File: src/rtl/branch_predict_ctrl.sv
// rtl/branch_predict_ctrl.sv - per-PC 2-bit saturating branch predictor with in-flight prediction FIFO
module branch_predict_ctrl #(
  parameter int INDEX_BITS  = 6,
  parameter int QUEUE_DEPTH = 2
) (
  input  logic        Clock,
  input  logic        nReset,
  input  logic        lookupValid_i,
  input  logic [31:0] lookupPC_i,
  output logic        predictTaken_o,
  output logic        lookupAccept_o,
  input  logic        resolveValid_i,
  input  logic        resolveTaken_i,
  input  logic        flush_i,
  output logic        mispredict_o,
  output logic        ready_o,
  output logic        queueFull_o,
  output logic        queueEmpty_o,
  output logic        resolveErr_o,
  output logic [15:0] branchCount_o,
  output logic [15:0] mispredictCount_o
);

  localparam int ENTRIES  = 1 << INDEX_BITS;
  localparam int PTR_BITS = $clog2(QUEUE_DEPTH);
  localparam int CNT_BITS = PTR_BITS + 1;

  typedef enum logic {INIT, RUN} state_t;

  state_t                  state_q, state_d;
  logic [INDEX_BITS-1:0]   init_ptr_q, init_ptr_d;
  logic [PTR_BITS-1:0]     head_q, head_d, tail_q, tail_d;
  logic [CNT_BITS-1:0]     count_q, count_d;
  logic                    resolve_err_q, resolve_err_d;
  logic [15:0]             branch_cnt_q, branch_cnt_d;
  logic [15:0]             mispred_cnt_q, mispred_cnt_d;

  // Counter table and queue payload carry no reset: INIT rewrites the table
  // and the queue payload is only read behind a non-zero count.
  logic [1:0]              table_q  [ENTRIES];
  logic [INDEX_BITS-1:0]   q_idx_q  [QUEUE_DEPTH];
  logic                    q_pred_q [QUEUE_DEPTH];

  logic [INDEX_BITS-1:0]   lookup_idx;
  logic [INDEX_BITS-1:0]   head_idx;
  logic                    head_pred;
  logic [1:0]              head_ctr, head_ctr_upd;
  logic                    ready, queue_full, queue_empty;
  logic                    accept, resolve_pop, mispred;
  logic                    unused_pc_bits;

  assign lookup_idx     = lookupPC_i[INDEX_BITS+1:2];
  assign unused_pc_bits = ^{lookupPC_i[31:INDEX_BITS+2], lookupPC_i[1:0]};

  assign queue_full  = (count_q == CNT_BITS'(QUEUE_DEPTH));
  assign queue_empty = (count_q == '0);
  assign head_idx    = q_idx_q[head_q];
  assign head_pred   = q_pred_q[head_q];
  assign head_ctr    = table_q[head_idx];

  assign predictTaken_o = ready & table_q[lookup_idx][1];
  assign resolve_pop    = resolveValid_i & ~queue_empty;
  assign mispred        = resolve_pop & (head_pred != resolveTaken_i);
  // A full queue can still take a lookup when the head retires in the same cycle.
  assign accept         = lookupValid_i & ready & (~queue_full | resolveValid_i) & ~flush_i;

  always_comb begin
    state_d    = state_q;
    init_ptr_d = init_ptr_q;
    ready      = 1'b0;
    case (state_q)
      INIT: begin
        init_ptr_d = init_ptr_q + INDEX_BITS'(1);
        if (init_ptr_q == '1) state_d = RUN;
      end
      RUN: ready = 1'b1;
      default: state_d = INIT;
    endcase
  end

  always_comb begin
    head_ctr_upd = head_ctr;
    if (resolveTaken_i) begin
      if (head_ctr != 2'b11) head_ctr_upd = head_ctr + 2'd1;
    end else begin
      if (head_ctr != 2'b00) head_ctr_upd = head_ctr - 2'd1;
    end
  end

  always_comb begin
    head_d        = head_q;
    tail_d        = tail_q;
    count_d       = count_q;
    resolve_err_d = resolve_err_q | (resolveValid_i & queue_empty);
    branch_cnt_d  = branch_cnt_q;
    mispred_cnt_d = mispred_cnt_q;
    if (resolve_pop) begin
      head_d       = head_q + PTR_BITS'(1);
      branch_cnt_d = branch_cnt_q + 16'd1;
      if (mispred) mispred_cnt_d = mispred_cnt_q + 16'd1;
    end
    if (accept) tail_d = tail_q + PTR_BITS'(1);
    case ({accept, resolve_pop})
      2'b10:   count_d = count_q + CNT_BITS'(1);
      2'b01:   count_d = count_q - CNT_BITS'(1);
      default: count_d = count_q;
    endcase
    if (flush_i) begin
      head_d  = tail_q;
      count_d = '0;
    end
  end

  always_ff @(posedge Clock or negedge nReset) begin
    if (!nReset) begin
      state_q       <= INIT;
      init_ptr_q    <= '0;
      head_q        <= '0;
      tail_q        <= '0;
      count_q       <= '0;
      resolve_err_q <= 1'b0;
      branch_cnt_q  <= '0;
      mispred_cnt_q <= '0;
    end else begin
      state_q       <= state_d;
      init_ptr_q    <= init_ptr_d;
      head_q        <= head_d;
      tail_q        <= tail_d;
      count_q       <= count_d;
      resolve_err_q <= resolve_err_d;
      branch_cnt_q  <= branch_cnt_d;
      mispred_cnt_q <= mispred_cnt_d;
    end
  end

  always_ff @(posedge Clock) begin
    if (state_q == INIT) begin
      table_q[init_ptr_q] <= 2'b01;
    end else if (resolve_pop) begin
      table_q[head_idx] <= head_ctr_upd;
    end
    if (accept) begin
      q_idx_q[tail_q]  <= lookup_idx;
      q_pred_q[tail_q] <= predictTaken_o;
    end
  end

  assign lookupAccept_o    = accept;
  assign mispredict_o      = mispred;
  assign ready_o           = ready;
  assign queueFull_o       = queue_full;
  assign queueEmpty_o      = queue_empty;
  assign resolveErr_o      = resolve_err_q;
  assign branchCount_o     = branch_cnt_q;
  assign mispredictCount_o = mispred_cnt_q;

endmodule

File: config.mk
export PLATFORM = sky130hd
export DESIGN_NAME = branch_predict_ctrl
export DESIGN_NICKNAME = d
export VERILOG_FILES = /design/src/rtl/branch_predict_ctrl.sv
export SDC_FILE = /design/constraint.sdc
export NUM_CORES = 1
export LEC_CHECK = 0
export ABC_AREA = 1
export CAP_MARGIN = 20
export CORE_ASPECT_RATIO = 0.8
export CORE_MARGIN = 3
export CORE_UTILIZATION = 35
export DETAILED_ROUTE_END_ITERATION = 8
export REMOVE_ABC_BUFFERS = 1
export SLEW_MARGIN = 20
export SYNTH_ARGS = -nofsm -noshare
export SYNTH_HDL_FRONTEND = slang
export SYNTH_SLANG_ARGS = --single-unit
File: constraint.sdc
create_clock -name Clock -period 5.9 [get_ports Clock]
set_input_delay 1.18 -clock Clock [delete_from_list [all_inputs] [get_ports Clock]]
set_output_delay 1.18 -clock Clock [all_outputs]
set_load 0.05 [all_outputs]
==> summary by stage <==
Finish
Compared with the post-synthesis result, the final layout area differs by 16.34%. Leaving out fill and tap cells, the most frequent cell in the layout is sky130_fd_sc_hd__nand2_1. In the layout the commonest cells are sky130_fd_sc_hd__nand2_1 (182), sky130_fd_sc_hd__nand3_1 (149), sky130_fd_sc_hd__edfxtp_1 (142), sky130_fd_sc_hd__nor2_1 (106), sky130_fd_sc_hd__clkdlybuf4s50_1 (48).

Of the cells placed in the final design, the portion with a size suffix greater than 1 is 0.1001. The number of nets at the end of the flow is 977. The final non-filler cell total is 1,267. The filler cell count is 2,342. The repair_antennas step left the layout with diodes totalling 0. The area taken by flip-flops and latches is 5365 um2. The area of the multi-input gates is 3174 um2.

STA
Setup violations remaining at the end of the flow were counted as 0. Dividing the final minimum period by the clock period gives 0.8057. Headroom to the max-slew limit came out at 0.3024.

The worst hold slack is 0.4553 ns. The number of hold-slack violations in the final timing report is 0. For the pin with the worst max-slew slack, the measured transition is 1.046 ns. The final-report max-slew violation count is 0. Setup repair after global routing left no endpoint under its margin. The upper clock frequency limit is 210.4 MHz. For the final database, setup skew stands at 0.01280 ns. The routed design could run at a clock period as short as 4.754 ns. The final total negative setup slack is 0 ns.

Routing
The detail route stage leaves a number of antenna-violating nets equal to 0. The first-pass iteration count of the detailed router is 5. Dividing the detail-routed via count by the number of cells gives 5.272. For this block, the routed nets add up to 23,300 um of wire. For this run, design rule violations remaining after detail routing come to 0. After detailed routing, the average wire length per cell comes to 18.39 um. The DRC violation total after the first TritonRoute iteration is 628. For this block, the via count after detailed routing is 6,679.

Synth
The share of the yosys chip area belonging to registers is 0.6019. Summing every instance area after synthesis gives 8914 um2. The primary flip-flop cell chosen by synthesis mapping is sky130_fd_sc_hd__edfxtp_1. The average cell area after synthesis is 10.02 um2.

In this run, synthesis inferred 142 flip-flops with an integrated enable. The register bit total from synthesis is 186. The post-synthesis instance total is 890. Yosys mapped the design onto 44 distinct sky130hd cell types. The proportion of register bits with asynchronous set or reset after synthesis is 0.2366. The Yosys step of the flow raised 0 warnings.

Power
Overall power consumption after layout is estimated at 3.306 mW. The power per unit of standard cell area is 318.8 nW/um2. Summed over all cells, the static leakage comes to 3.793 nW. The worst-case IR drop observed on VDD is 196.1 uV.

Worst setup path
The worst register-to-register path has a setup slack of 1.64 ns. The worst setup path is launched from an input pin. Data on the critical path arrives at its endpoint at 3.57 ns. STA classifies the critical path endpoint as an output pin. In this run the worst path has a maximum fanout of 12.

The endpoint identified for the worst register-to-register timing path is table_q[0][1]. The critical path is of the in2out type. STA puts the critical path data required time at 4.72 ns.

Measured in cells, the most critical reg-to-reg path has a length of 14. The launch point of the worst reg-to-reg path is head_q.

Placed design
Including well taps, the total number of placed cells is 1,235. Once detailed placement completed, the half-perimeter wirelength came to 15,040 um. The congestion estimate from routability-driven global placement came to 0.8675.

The number of buffers added on ports is 50.

Clock tree
The clock insertion delay at the later pin of the skew report is 0.44 ns. The number of gates resized after CTS is 0. Counting along the longest clock path gives a buffer depth of 2.

The count of clock tree sinks is 186. The maximum level of the CTS H-tree is 4. The CTS buffer count is 17. After clock tree synthesis, the clock-pin slew on the worst setup and hold paths is 0.07 ns.

The tree is rooted in a sky130_fd_sc_hd__clkbuf_16. Post-CTS timing repair inserted 0 buffers for setup. The cts-stage hold buffer count is 0. The clock tree from TritonCTS is yes.

Floorplanning
The die covers 27,430 um2. The total area inside the core boundary comes to 24,690 um2. For this configuration, the core starts out at a cell density of 0.3609.

The initialized floorplan defines 51 standard-cell rows. The horizontal die dimension is 184.4 um. From bottom edge to top edge, the die measures 148.7 um. 77 I/O pins were placed.

GRT
The maximum number of pins on one net before global-route repair is 65. The first-pass GRT wire length is 36,970 um. The leftover overflow at the end of global routing is 0. The number of antenna violations at the first check in global routing is 0. In the global route stage, overall resource usage came out at 0.1749. The via count of the first global-routing pass was 6,456.

Job
Across the run, the number of max-cap violations was 0.

Run status
The run finished with clean final reports.

Worst hold path
The worst hold path depth is 1. The tightest min-delay check is of the reg2reg type. The path with the worst hold slack has its endpoint at resolveErr_o. The startpoint of the lowest-slack hold path is resolveErr_o.
==> worst max-delay path by stage <==
stage | from | depth (start not counted) | endpoint | slack, ns
6_report | lookupPC_i[3] | 10 | predictTaken_o | 1.15
5_1_grt | lookupPC_i[3] | 10 | predictTaken_o | 1.07
4_1_cts | lookupPC_i[3] | 10 | predictTaken_o | 1.20
3_5_place_dp | lookupPC_i[3] | 10 | predictTaken_o | 1.19
3_3_place_gp | lookupPC_i[3] | 10 | predictTaken_o | 1.20
2_1_floorplan | head_q | 12 | table_q[0][1] | 1.29
==> layer usage <==
metal | wire length [um] | global-route usage | vias to the layer above
li1 | - | - | 3176
met1 | 10930 | 0.2569 | 3260
met2 | 10380 | 0.2662 | 217
met3 | 1639 | 0.03291 | 26
met4 | 352 | 0.04798 | 0
met5 | 0 | 0 | -
==> through the flow <==
| stage | setup slack, ns | area (um2) | utilization |
|---|---|---|---|
| finish | 1.146 | 10370 | 0.4199 |
| global route | 1.074 | 10370 | 0.4199 |
| CTS | 1.200 | 10360 | 0.4195 |
| detailed placement | 1.195 | 9736 | 0.3942 |
| global placement | 1.201 | 9736 | 0.3942 |
| floorplan | 1.288 | 8732 | - |
==> worst max-delay path: stages <==
cell	delay [ns]
sky130_fd_sc_hd__clkdlybuf4s50_1	0.43
sky130_fd_sc_hd__inv_1	0.43
sky130_fd_sc_hd__buf_4	0.25
sky130_fd_sc_hd__o21ai_0	0.09
sky130_fd_sc_hd__o22ai_1	0.19
sky130_fd_sc_hd__o21ai_0	0.21
sky130_fd_sc_hd__nand3_1	0.14
sky130_fd_sc_hd__nand3_1	0.07
sky130_fd_sc_hd__a21oi_1	0.39
sky130_fd_sc_hd__buf_12	0.20
==> report_power, final <==
part / total [mW] / internal [mW] / leakage (nW) / switching, mW
Combinational: 0.611 / 0.190 / 1.91 / 0.421
Sequential: 1.50 / 1.44 / 1.57 / 0.0572
Clock: 1.20 / 0.651 / 0.307 / 0.548
Total: 3.31 / 2.28 / 3.79 / 1.03
==> logic make-up (layout without fill, tap and decap cells) <==
family | Yosys count | after routing | synth area share
buf+inv | 90 | 149 | 0.04478
simple gates | 496 | 496 | 0.2583
flops | 186 | 186 | 0.6019
fa+ha+maj | 3 | 3 | 0.004212
xor+xnor | 36 | 36 | 0.03537
compound gates | 79 | 79 | 0.05545
==> synth_stat cells (2+ instances only) <==
master                     instances  area share
sky130_fd_sc_hd__xor2_1           21       0.021
sky130_fd_sc_hd__nor3_1            7      0.0039
sky130_fd_sc_hd__clkbuf_1         13      0.0055
sky130_fd_sc_hd__inv_4             3      0.0021
sky130_fd_sc_hd__a21oi_1           8      0.0045
sky130_fd_sc_hd__edfxtp_1        142        0.48
sky130_fd_sc_hd__or2_2             4      0.0028
sky130_fd_sc_hd__o22ai_1           5      0.0035
sky130_fd_sc_hd__inv_1            47       0.020
sky130_fd_sc_hd__or2_0             2      0.0014
sky130_fd_sc_hd__o21ai_2           7      0.0069
sky130_fd_sc_hd__buf_2            13      0.0073
sky130_fd_sc_hd__or2_1             3      0.0021
sky130_fd_sc_hd__o21ai_4           2      0.0036
sky130_fd_sc_hd__nor4_1            6      0.0042
sky130_fd_sc_hd__buf_4             6      0.0051
sky130_fd_sc_hd__nor2_8            2      0.0045
sky130_fd_sc_hd__nand4_2           5      0.0070
sky130_fd_sc_hd__o211ai_1          3      0.0025
sky130_fd_sc_hd__nand3_1         150       0.084
sky130_fd_sc_hd__nand2_2           2      0.0014
sky130_fd_sc_hd__buf_6             2      0.0025
sky130_fd_sc_hd__nand3b_1          2      0.0017
sky130_fd_sc_hd__inv_2             6      0.0025
sky130_fd_sc_hd__nor2_4            2      0.0025
sky130_fd_sc_hd__dfrtp_1          44        0.12
sky130_fd_sc_hd__nor2_2            5      0.0035
sky130_fd_sc_hd__nand3_2           5      0.0056
sky130_fd_sc_hd__o221ai_1          8      0.0079
sky130_fd_sc_hd__ha_1              3      0.0042
sky130_fd_sc_hd__xnor2_1          15       0.015
sky130_fd_sc_hd__o21ai_0          42       0.024
sky130_fd_sc_hd__nand4_1           5      0.0035
sky130_fd_sc_hd__nand2_1         184       0.077
sky130_fd_sc_hd__nor2_1          107       0.045
==> flip-flops by register name, summed over array words and instances, names as in the netlist <==
name               count
init_ptr_q             6
q_idx_q               12
head_q                 1
tail_q                 1
count_q                2
resolveErr_o           1
mispredictCount_o     16
branchCount_o         16
table_q              128
state_q                1
q_pred_q               2
==> layout make-up <==
| class | instances | area share |
|---|---|---|
| Tap cell | 318 | 0.03837 |
| Multi-Input combinational cell | 614 | 0.3061 |
| Sequential cell | 186 | 0.5174 |
| Clock buffer | 17 | 0.04102 |
| Timing Repair Buffer | 61 | 0.05695 |
| Inverter | 56 | 0.02099 |
| Clock inverter | 15 | 0.01918 |
Note: power is estimated with default switching activity, not from simulation.
